### config.mk
export PLATFORM = sky130hd
export DESIGN_NAME = fetch_stage
export DESIGN_NICKNAME = d
export VERILOG_FILES = /design/src/rtl/fetch_stage.sv
export SDC_FILE = /design/constraint.sdc
export NUM_CORES = 1
export LEC_CHECK = 0
export CAP_MARGIN = 10
export CORE_ASPECT_RATIO = 0.75
export CORE_MARGIN = 4
export CORE_UTILIZATION = 50
export DETAILED_ROUTE_END_ITERATION = 7
export PLACE_DENSITY = 0.81
export SYNTH_ARGS = -nofsm -noshare
export SYNTH_HDL_FRONTEND = slang
export SYNTH_SLANG_ARGS = --single-unit
### constraint.sdc
create_clock -name clk -period 3.3 [get_ports clk]
set_input_delay 0.825 -clock clk [delete_from_list [all_inputs] [get_ports clk]]
set_output_delay 0.825 -clock clk [all_outputs]
set_load 0.01 [all_outputs]
### src/rtl/fetch_stage.sv
// fetch_stage: PC owner, imem requester and IF/ID register with one-entry skid buffer
module fetch_stage #(
  parameter logic [15:0] RESET_PC  = 16'h0000,
  parameter logic [15:0] NOP_INSTR = 16'h0800,
  parameter logic [4:0]  HALT_OPC  = 5'b00000
) (
  input  logic        clk,
  input  logic        rst,
  input  logic        stall,
  input  logic        redirect,
  input  logic [15:0] redirect_pc,
  output logic        imem_req,
  output logic [15:0] imem_addr,
  input  logic [15:0] imem_rdata,
  input  logic        imem_ready,
  output logic [15:0] instr,
  output logic [15:0] pc_plus2,
  output logic        valid_out,
  output logic        halted,
  output logic        err
);
  localparam logic [1:0] FETCH  = 2'd0;
  localparam logic [1:0] HOLD   = 2'd1;
  localparam logic [1:0] HALTED = 2'd2;

  logic [1:0]  state_q, state_d;
  logic [15:0] pc_q, pc_d;
  logic [15:0] instr_q, instr_d;
  logic [15:0] pc2_q, pc2_d;
  logic        valid_q, valid_d;
  logic [15:0] buf_instr_q, buf_instr_d;
  logic [15:0] buf_pc2_q, buf_pc2_d;
  logic        halted_q, halted_d;
  logic        err_q, err_d;
  logic        accept;
  logic [15:0] pc_inc;

  // rst gates the request so an in-flight fetch is abandoned immediately
  assign imem_req  = (state_q == FETCH) & ~redirect & ~rst;
  assign imem_addr = {pc_q[15:1], 1'b0};
  assign accept    = imem_req & imem_ready;
  assign pc_inc    = pc_q + 16'd2;
  assign instr     = instr_q;
  assign pc_plus2  = pc2_q;
  assign valid_out = valid_q;
  assign halted    = halted_q;
  assign err       = err_q;

  // next-state: redirect beats stall beats normal flow
  always_comb begin
    state_d     = state_q;
    pc_d        = pc_q;
    instr_d     = instr_q;
    pc2_d       = pc2_q;
    valid_d     = valid_q;
    buf_instr_d = buf_instr_q;
    buf_pc2_d   = buf_pc2_q;
    halted_d    = (state_q == HALTED) & ~redirect;
    err_d       = err_q | (redirect & redirect_pc[0]);
    if (redirect) begin
      pc_d        = redirect_pc & 16'hFFFE;
      instr_d     = NOP_INSTR;
      valid_d     = 1'b0;
      buf_instr_d = NOP_INSTR;
      buf_pc2_d   = 16'h0000;
      state_d     = FETCH;
    end else if (state_q == FETCH) begin
      if (accept) begin
        pc_d = pc_inc;
        if (stall) begin
          buf_instr_d = imem_rdata;
          buf_pc2_d   = pc_inc;
          state_d     = HOLD;
        end else begin
          instr_d = imem_rdata;
          pc2_d   = pc_inc;
          valid_d = 1'b1;
          state_d = (imem_rdata[15:11] == HALT_OPC) ? HALTED : FETCH;
        end
      end else if (!stall) begin
        instr_d = NOP_INSTR;
        valid_d = 1'b0;
      end
    end else if (!stall) begin
      instr_d = (state_q == HOLD) ? buf_instr_q : NOP_INSTR;
      pc2_d   = (state_q == HOLD) ? buf_pc2_q : pc2_q;
      valid_d = (state_q == HOLD);
      state_d = (state_q == HOLD && buf_instr_q[15:11] != HALT_OPC) ? FETCH : HALTED;
    end
  end

  // state registers with asynchronous reset
  always_ff @(posedge clk or posedge rst) begin
    if (rst) begin
      state_q     <= FETCH;
      pc_q        <= RESET_PC;
      instr_q     <= NOP_INSTR;
      pc2_q       <= 16'h0000;
      valid_q     <= 1'b0;
      buf_instr_q <= NOP_INSTR;
      buf_pc2_q   <= 16'h0000;
      halted_q    <= 1'b0;
      err_q       <= 1'b0;
    end else begin
      state_q     <= state_d;
      pc_q        <= pc_d;
      instr_q     <= instr_d;
      pc2_q       <= pc2_d;
      valid_q     <= valid_d;
      buf_instr_q <= buf_instr_d;
      buf_pc2_q   <= buf_pc2_d;
      halted_q    <= halted_d;
      err_q       <= err_d;
    end
  end
endmodule

# Word-level counts from Yosys, hierarchy flattened
# Cells that the tools add are included.
[word_totals]
ff_bits = 85
in_bits = 37
out_inout_bits = 52
[op_classes]
add_sub_neg = 1
eq_ne = 8
mux = 36
bitwise_logic = 8
n_reduce_logical = 12
[op_table]
columns = ["op", "n"]
rows = [
  ["$mux W16", 23],
  ["$add A16 B2 Y16 const B", 1],
  ["$mux W2", 7],
  ["$reduce_bool A2 Y1", 4],
  ["$mux W1", 6],
  ["$and A1 B1 Y1", 5],
  ["$logic_not A5 Y1", 1],
  ["$reduce_and A5 Y1", 1],
  ["$reduce_bool A5 Y1", 1],
  ["$ne A2 B1 Y1 const B", 2],
  ["$ne A2 B2 Y1 const B", 2],
  ["$reduce_and A2 Y1", 2],
  ["$ne A3 B1 Y1 const B", 1],
  ["$ne A3 B3 Y1 const B", 1],
  ["$reduce_and A3 Y1", 1],
  ["$eq A2 B1 Y1 const B", 1],
  ["$eq A2 B2 Y1 const B", 1],
  ["$logic_not A2 Y1", 1],
  ["$not A1 Y1", 2],
  ["$logic_and A1 B1 Y1", 1],
  ["$or A1 B1 Y1", 1],
]

# Logic depth before layout (Yosys ltp)
# Gate-level depths: netlist (run 1).
[logic_depth]
ltp_word = 7
ltp_mapped = 7
mapped_depth_nobuf = 5

# Least setup slack after synthesis (run 1)
# No wires, ideal clock.
[synth_timing]
path_kind = "input to output"
from = "input port redirect"
to = "output port imem_req"
arrival_ns = 1.655
t_required_ns = 2.475
path_slack_ns = 0.820
cell_stages = 4
cell_sequence = "buf_2 buf_2 buf_1 nor3_1"
[synth_via]
elab_chain_cells = 3
[synth_lines]
columns = ["element", "line_no", "rtl"]
rows = [
  ["from (decl)", "10", "input logic redirect,"],
  ["$not A1 Y1 (no source line)", "n/a", ""],
  ["$and A1 B1 Y1 (2 in a row)", "39", "assign imem_req = (state_q == FETCH) & ~redirect & ~rst;"],
  ["to (decl)", "12", "output logic imem_req,"],
]
# No other way between the ends.

# Worst setup path after layout (run 1)
[layout_timing]
from = "input port rst"
to = "output port imem_req"
[layout_via]
elab_chain_cells = 2
[layout_lines]
columns = ["element", "line_no", "rtl"]
rows = [
  ["from (decl)", "8", "input logic rst,"],
  ["$not A1 Y1", "39", ""],
  ["$and A1 B1 Y1", "39", ""],
]
# No other way between the ends.

==> results of run 1 <==
[final timing paths]
kind                                      start                     endpoint  slack, ns
hold / removal             instr[4]$_DFFE_PP0P_         instr[4]$_DFFE_PP0P_       0.48
hold reg to reg            instr[4]$_DFFE_PP0P_         instr[4]$_DFFE_PP0P_       0.48
setup reg to reg            pc_q[5]$_DFFE_PP0P_     pc_plus2[11]$_DFFE_PP0P_       1.22
min in group asynchronous                   rst      pc_plus2[5]$_DFFE_PP0P_       0.95
max in group asynchronous                   rst  buf_instr_q[11]$_DFFE_PP1P_       1.63
setup / recovery                            rst                     imem_req       0.30
[worst register-to-register path, delay by kind of cell (launching register included)]
family	cells	cell delay (ns)
flip-flops	1	0.52
AND/OR/NAND/NOR	2	1.04
XOR/XNOR	1	0.25
AO/OA/AOI/OAI	1	0.13
[where the power goes]
part	internal, mW	switching, mW
clock	0.275	0.390
combinational	0.271	0.258
sequential	1.12	0.0886
[flip-flops by register name (all words and copies together) (netlist names), 2 cells and up]
name / flops
buf_pc2_q: 16
pc_q: 15
state_q: 2
buf_instr_q: 16
instr: 16
pc_plus2: 16
[final cells by class]
cell class | count | area [um2]
fill | 647 | 2690
sequential | 84 | 2100
multi-input combinational | 310 | 1890
timing repair buffer | 103 | 998
tap | 105 | 131
clock buffer | 9 | 124
clock inverter | 7 | 53.8
inverter | 8 | 31.3
[metal layers]
metal / up-vias / wire length, um / global-route usage
met5: - / 0 / 0
met4: 0 / 177 / 0.0600
met3: 20 / 1050 / 0.0597
met2: 193 / 5070 / 0.357
met1: 1807 / 5210 / 0.356
li1: 1728 / - / -
[stage by stage]
stage / cell area [um2] / worst slack (ns) / utilization / hold slack, ns
6_report: 5330 / 0.302 / 0.664 / 0.482
5_1_grt: 5330 / 0.187 / 0.664 / 0.526
4_1_cts: 5330 / 0.307 / 0.664 / 0.493
3_5_place_dp: 5150 / 0.314 / 0.642 / 0.473
3_3_place_gp: 5150 / 0.410 / 0.642 / 0.439
2_1_floorplan: 4180 / 0.313 / - / 0.460
[cell usage after synthesis (all sizes together), types with 4 or more instances]
library cell  number  area [um2]
a21oi             24         120
a221oi             4        35.0
a22o               4        35.0
a22oi              9        67.6
a311oi            19         166
a31o               4        35.0
a32o               5        50.1
and3               5        33.8
buf               19        93.8
clkbuf            19        72.6
dfrtp             82        2050
inv                6        22.5
nand2             61         229
nand3             22         123
nand3b             4        30.0
nor2              34         130
nor2b              7        43.8
nor3              17         111
nor4               6        73.8
o21a               7        52.6
o21ai             32         160
or3                7        46.3
xnor2              9        78.8
[logic make-up after synthesis]
| logic type | Yosys count |
|---|---|
| buf+inv | 46 |
| simple gates | 172 |
| other cells | 1 |
| mux | 3 |
| compound gates | 121 |
| fa+ha+maj | 1 |
| flops | 84 |
| xor+xnor | 12 |
==> impl_metrics.yaml, run 1 <==
global_routing:
  grt_pass1_wl_mm: 18.8
  grt_overflow: 0
  track_usage: 0.241
  grt_start_max_net_pins: 56
  grt_pass1_vias: 3672
  antenna_found_initial: 0
floorplanning:
  num_rows: 28
  die_w_um: 114
  num_io_pins: 89
  die_h_um: 87.2
  core_area_um2: 8020
  dieArea_um2: 9900
  initial_utilization: 0.521
clock_network:
  ctsHtreeMaxLevel: 3
  hold_buffers: 0
  clkTransAtPathRegs_ns: 0.09
  cts_made_buffers: 9
  root_buffer: "clkbuf_8"
  clockBufferDepth: 2
  cts_tree: "built"
  cts_sinks: 84
  clk-insertion-delay-late_ns: 0.36
  cts.repair.resized: 0
  cts_setup_buffers: 0
detailed_routing:
  wl_per_cell_um: 18.4
  final_antenna_net_count: 0
  vias_per_cell: 5.99
  drc: 0
  drt_iter0_markers: 312
  vias: 3748
  drtPass1Iterations: 5
  routed_wl_mm: 11.5
timing:
  worst_slew_pin_slew_ns: 0.939
  finalCriticalPeriod_ns: 3.00
  finalCritPeriodShare: 0.909
  tns_ns: 0
  slew_headroom: 0.371
  maxSlewViolCount: 0
  skew_ns: 0.00795
  hold_viol: 0
  fmax_mhz: 334
  grt_setup_unrepaired: "false"
  setup_viol: 0
place:
  hpwlAfterDp_mm: 7.98
  io_buffer_count: 87
  placed_cells: 610
  place_congestion: 0.871
layout:
  layout_common_cells: "86 x clkdlybuf4s50_1, 82 x dfrtp_1, 61 x nand2_1"
  final_common_cell: "clkdlybuf4s50_1"
  layout.nets: 554
  drive_above_1_share: 0.113
  diodes: 0
  syn2layout_area_growth_pct: 27.4
  finalNonFillerCells: 626
worst_hold_path:
  min_path_type: "flop to flop"
  whs_path_depth: 2
yosys:
  ys_seq_area_frac: 0.503
  synth-xor-area-share: 0.0251
  synth-compound-area-share: 0.195
  synth_flop_cell: "dfrtp_1"
  synthCells: 440
  ys_ff_latch: 84
  avgSynthCellArea_um2: 9.50
  synth.area.mux_share: 0.00718
  synth-edff-count: 0
  syn_nets: 478
  ys_warn_count: 0
  netlist_area_um2: 4180
  synth_top_family_by_area: "simple AND/OR/NAND/NOR gates"
  synth-adder-area-share: 0.00299
  async_flop_share: 1.00
  synth_cell_type_count: 55
  synth_simple_gate_area_frac: 0.218
pwr:
  power_leakage_nw: 2.15
  p_per_area_nw_per_um2: 450
  peakVddDrop_uv: 261
  fin_total_pwr_mw: 2.40
critical_path:
  path_cells: "clkdlybuf4s50_1 > nor3_1 > clkdlybuf4s50_1"
  critical_path_arrival_ns: 2.17
  cp.depth: 3
  crit_path_frequent_cell: "clkdlybuf4s50_1"
  crit_type: "primary input to output port"
  worst_path_max_delay_cell: "clkdlybuf4s50_1"
  cp_max_fo: 4
  path_buf_inv: 2
  critPathRequiredTime_ns: 2.47
  r2r_cells: 4
  critical_path.top_delay_family: "buffers and inverters"
  end_kind: "output port"
  start_kind: "primary input"
  max_stage_delay_ns: 0.58
run:
  max_cap_viol_count: 0
run_status:
  status: "finished, final reports clean"
Note: power is estimated with default switching activity, not from simulation.
==> run 2: changes to the inputs <==
--- a/config.mk
+++ b/config.mk
@@ -10,7 +10,9 @@
 export CORE_MARGIN = 4
 export CORE_UTILIZATION = 50
 export DETAILED_ROUTE_END_ITERATION = 7
+export HOLD_SLACK_MARGIN = 0.03
 export PLACE_DENSITY = 0.81
+export SKIP_CTS_REPAIR_TIMING = 1
 export SYNTH_ARGS = -nofsm -noshare
 export SYNTH_HDL_FRONTEND = slang
 export SYNTH_SLANG_ARGS = --single-unit
==> results of run 2 <==
No change in the layout: final DEF, timing and power equal those of run 1.
==> run 3: changes to the inputs <==
--- a/config.mk
+++ b/config.mk
@@ -5,13 +5,16 @@
 export SDC_FILE = /design/constraint.sdc
 export NUM_CORES = 1
 export LEC_CHECK = 0
+export ABC_AREA = 1
 export CAP_MARGIN = 10
 export CORE_ASPECT_RATIO = 0.75
 export CORE_MARGIN = 4
 export CORE_UTILIZATION = 50
+export CTS_CLUSTER_DIAMETER = 150
 export DETAILED_ROUTE_END_ITERATION = 7
 export HOLD_SLACK_MARGIN = 0.03
 export PLACE_DENSITY = 0.81
+export SETUP_SLACK_MARGIN = 0.2
 export SKIP_CTS_REPAIR_TIMING = 1
 export SYNTH_ARGS = -nofsm -noshare
 export SYNTH_HDL_FRONTEND = slang
==> run 3 against run 2 <==
Against the previous run: design area decreased by 3.3%; non-clock buffer count decreased by 6; maximum frequency increased by 3.3%; worst setup slack improved by 0.095 ns; via count increased by 1.4%; global-route usage decreased by 0.80 points; synthesized area decreased by 5.4%; critical path depth unchanged; first-iteration DRC count increased by 16%; hold slack got worse by 0.010 ns; final cell count increased by 11%; critical path type unchanged.
==> impl_metrics.yaml, run 3 <==
run_status:
  status: "finished, final reports clean"
pwr:
  p_per_area_nw_per_um2: 499
  fin_total_pwr_mw: 2.57
  power_leakage_nw: 2.49
  peakVddDrop_uv: 253
timing:
  skew_ns: 0.0158
  worst_slew_pin_slew_ns: 0.525
  maxSlewViolCount: 0
  finalCriticalPeriod_ns: 2.90
  hold_viol: 0
  fmax_mhz: 344
  slew_headroom: 0.649
  finalCritPeriodShare: 0.880
  tns_ns: 0
  setup_viol: 0
  grt_setup_unrepaired: "false"
  holdWs_ns: 0.472
floorplanning:
  core_area_um2: 7530
  num_rows: 27
  initial_utilization: 0.525
  dieArea_um2: 9420
  die_h_um: 85.1
  num_io_pins: 89
  die_w_um: 111
clock_network:
  clockBufferDepth: 2
  root_buffer: "clkbuf_8"
  cts_tree: "built"
  ctsHtreeMaxLevel: 3
  cts_sinks: 84
  clk-insertion-delay-late_ns: 0.36
  clkTransAtPathRegs_ns: 0.09
  cts_made_buffers: 9
yosys:
  synth_area_leaders: "dfrtp_1 52%, nand2_1 14%, nor2_1 5.7%"
  ys_warn_count: 0
  netlist.area_leader.share: 0.518
  ys_ff_latch: 84
  netlist_area_um2: 3960
  synth-edff-count: 0
  synth_cell_type_count: 32
  syn_nets: 534
  ys_seq_area_frac: 0.532
  synth_flop_cell: "dfrtp_1"
  synth_most_common_cell: "nand2_1"
  synth_area_leader_cell: "dfrtp_1"
  synthCells: 496
  async_flop_share: 1.00
  synth_common_cells: "148 x nand2_1, 82 x dfrtp_1, 60 x nor2_1, 43 x inv_1, 30 x a21oi_1"
  avgSynthCellArea_um2: 7.98
critical_path:
  critical_path.top_delay_family: "buffers and inverters"
  path_buf_inv: 2
  crit_type: "primary input to output port"
  critical_path_arrival_ns: 2.08
  start_kind: "primary input"
  cp.depth: 3
  cp_max_fo: 3
  r2r_cells: 7
  r2r_slack_ns: 1.13
  max_stage_delay_ns: 0.57
  worst_path_max_delay_cell: "clkdlybuf4s50_1"
  path_cells: "clkdlybuf4s50_1 > nor3_1 > clkdlybuf4s50_1"
  end_kind: "output port"
  critPathRequiredTime_ns: 2.47
  crit_path_frequent_cell: "clkdlybuf4s50_1"
detailed_routing:
  drt_iter0_markers: 362
  wl_met1_mm: 4.74
  vias: 3802
  final_antenna_net_count: 0
  wl_per_cell_um: 15.3
  highest_layer: "met4"
  vias_per_cell: 5.49
  routed_wl_mm: 10.6
  wl_met2_mm: 4.78
  wl_met3_um: 825
  drc: 0
  drtPass1Iterations: 5
worst_hold_path:
  whs_path_depth: 1
  min_path_type: "flop to flop"
layout:
  diodes: 0
  layout.nets: 624
  syn2layout_area_growth_pct: 30.2
  layout_common_cells: "148 x nand2_1, 87 x clkdlybuf4s50_1, 82 x dfrtp_1"
  final_common_cell: "nand2_1"
  post-route-cell-area_um2: 5150
  drive_above_1_share: 0.0694
run:
  max_cap_viol_count: 0
global_routing:
  grt_overflow: 0
  antenna_found_initial: 0
  grt_start_max_net_pins: 40
  track_usage: 0.233
  grt_pass1_wl_mm: 17.9
  grt_pass1_vias: 3742
place:
  place_congestion: 0.917
  hpwlAfterDp_mm: 7.67
  place_area_um2: 4950
  io_buffer_count: 87
==> run 3: changes by cell type after synthesis, sizes merged, moves of 12 or more <==
cell,before,now
a311oi,19,0
clkbuf,19,6
inv,6,46
nand2,61,150
nor2,34,63
nor3,17,1
o22ai,2,14
==> run 3: cells by family after synthesis <==
logic type               count (synthesis)  share of synthesized area
other                                    1                   0.000948
AND/OR/NAND/NOR                        254                      0.266
buffers and inverters                   64                     0.0670
XOR/XNOR                                 4                    0.00885
AO/OA/AOI/OAI                           88                      0.122
adder cells (fa/ha/maj)                  1                    0.00316
flip-flops                              84                      0.532
==> run 3: path summary, 6_finish.rpt <==
path,startpoint,end
worst max-delay path,rst,imem_req
max in group asynchronous,rst,state_q[1]$_DFFE_PP0P_
worst min register to register,err$_DFF_PP0_,err$_DFF_PP0_
worst min-delay path,err$_DFF_PP0_,err$_DFF_PP0_
min in group asynchronous,rst,instr[13]$_DFFE_PP0P_
worst max register to register,state_q[0]$_DFFE_PP0P_,buf_instr_q[9]$_DFFE_PP0P_
==> run 3: area by class of cell <==
cell class	count	area (um2)
fillers	601	2380
clock buffers	9	124
inverters	46	176
clock inverters	7	75.1
well taps	101	126
multi-input cells	348	1590
flip-flops and latches	84	2100
repair buffers	97	958
==> run 3: worst reg2reg max path, cell delays in order, from the launching register on <==
cell	delay (ns)
dfrtp_1	0.47
nor2_4	0.14
buf_4	0.25
nand3_2	0.33
nand2_2	0.18
nand2_2	0.22
inv_1	0.30
o21ai_0	0.16
==> run 3: stage by stage <==
stage,worst slack (ns),std cells,utilization
after floorplan,0.654,496,-
after global placement,0.414,676,0.658
after detailed placement,0.394,676,0.658
after CTS,0.391,692,0.684
after global routing,0.373,692,0.684
final,0.397,692,0.684
==> run 3: per-layer routing <==
| layer | vias up | GRT usage |
|---|---|---|
| met2 | 195 | 0.372 |
| met1 | 1800 | 0.323 |
| met3 | 25 | 0.0413 |
| met5 | - | 0 |
| li1 | 1782 | - |
| met4 | 0 | 0.0817 |
==> run 3: report_power, final <==
group | switching, mW | internal [mW]
sequential | 0.0839 | 1.14
clock | 0.390 | 0.354
combinational | 0.311 | 0.294
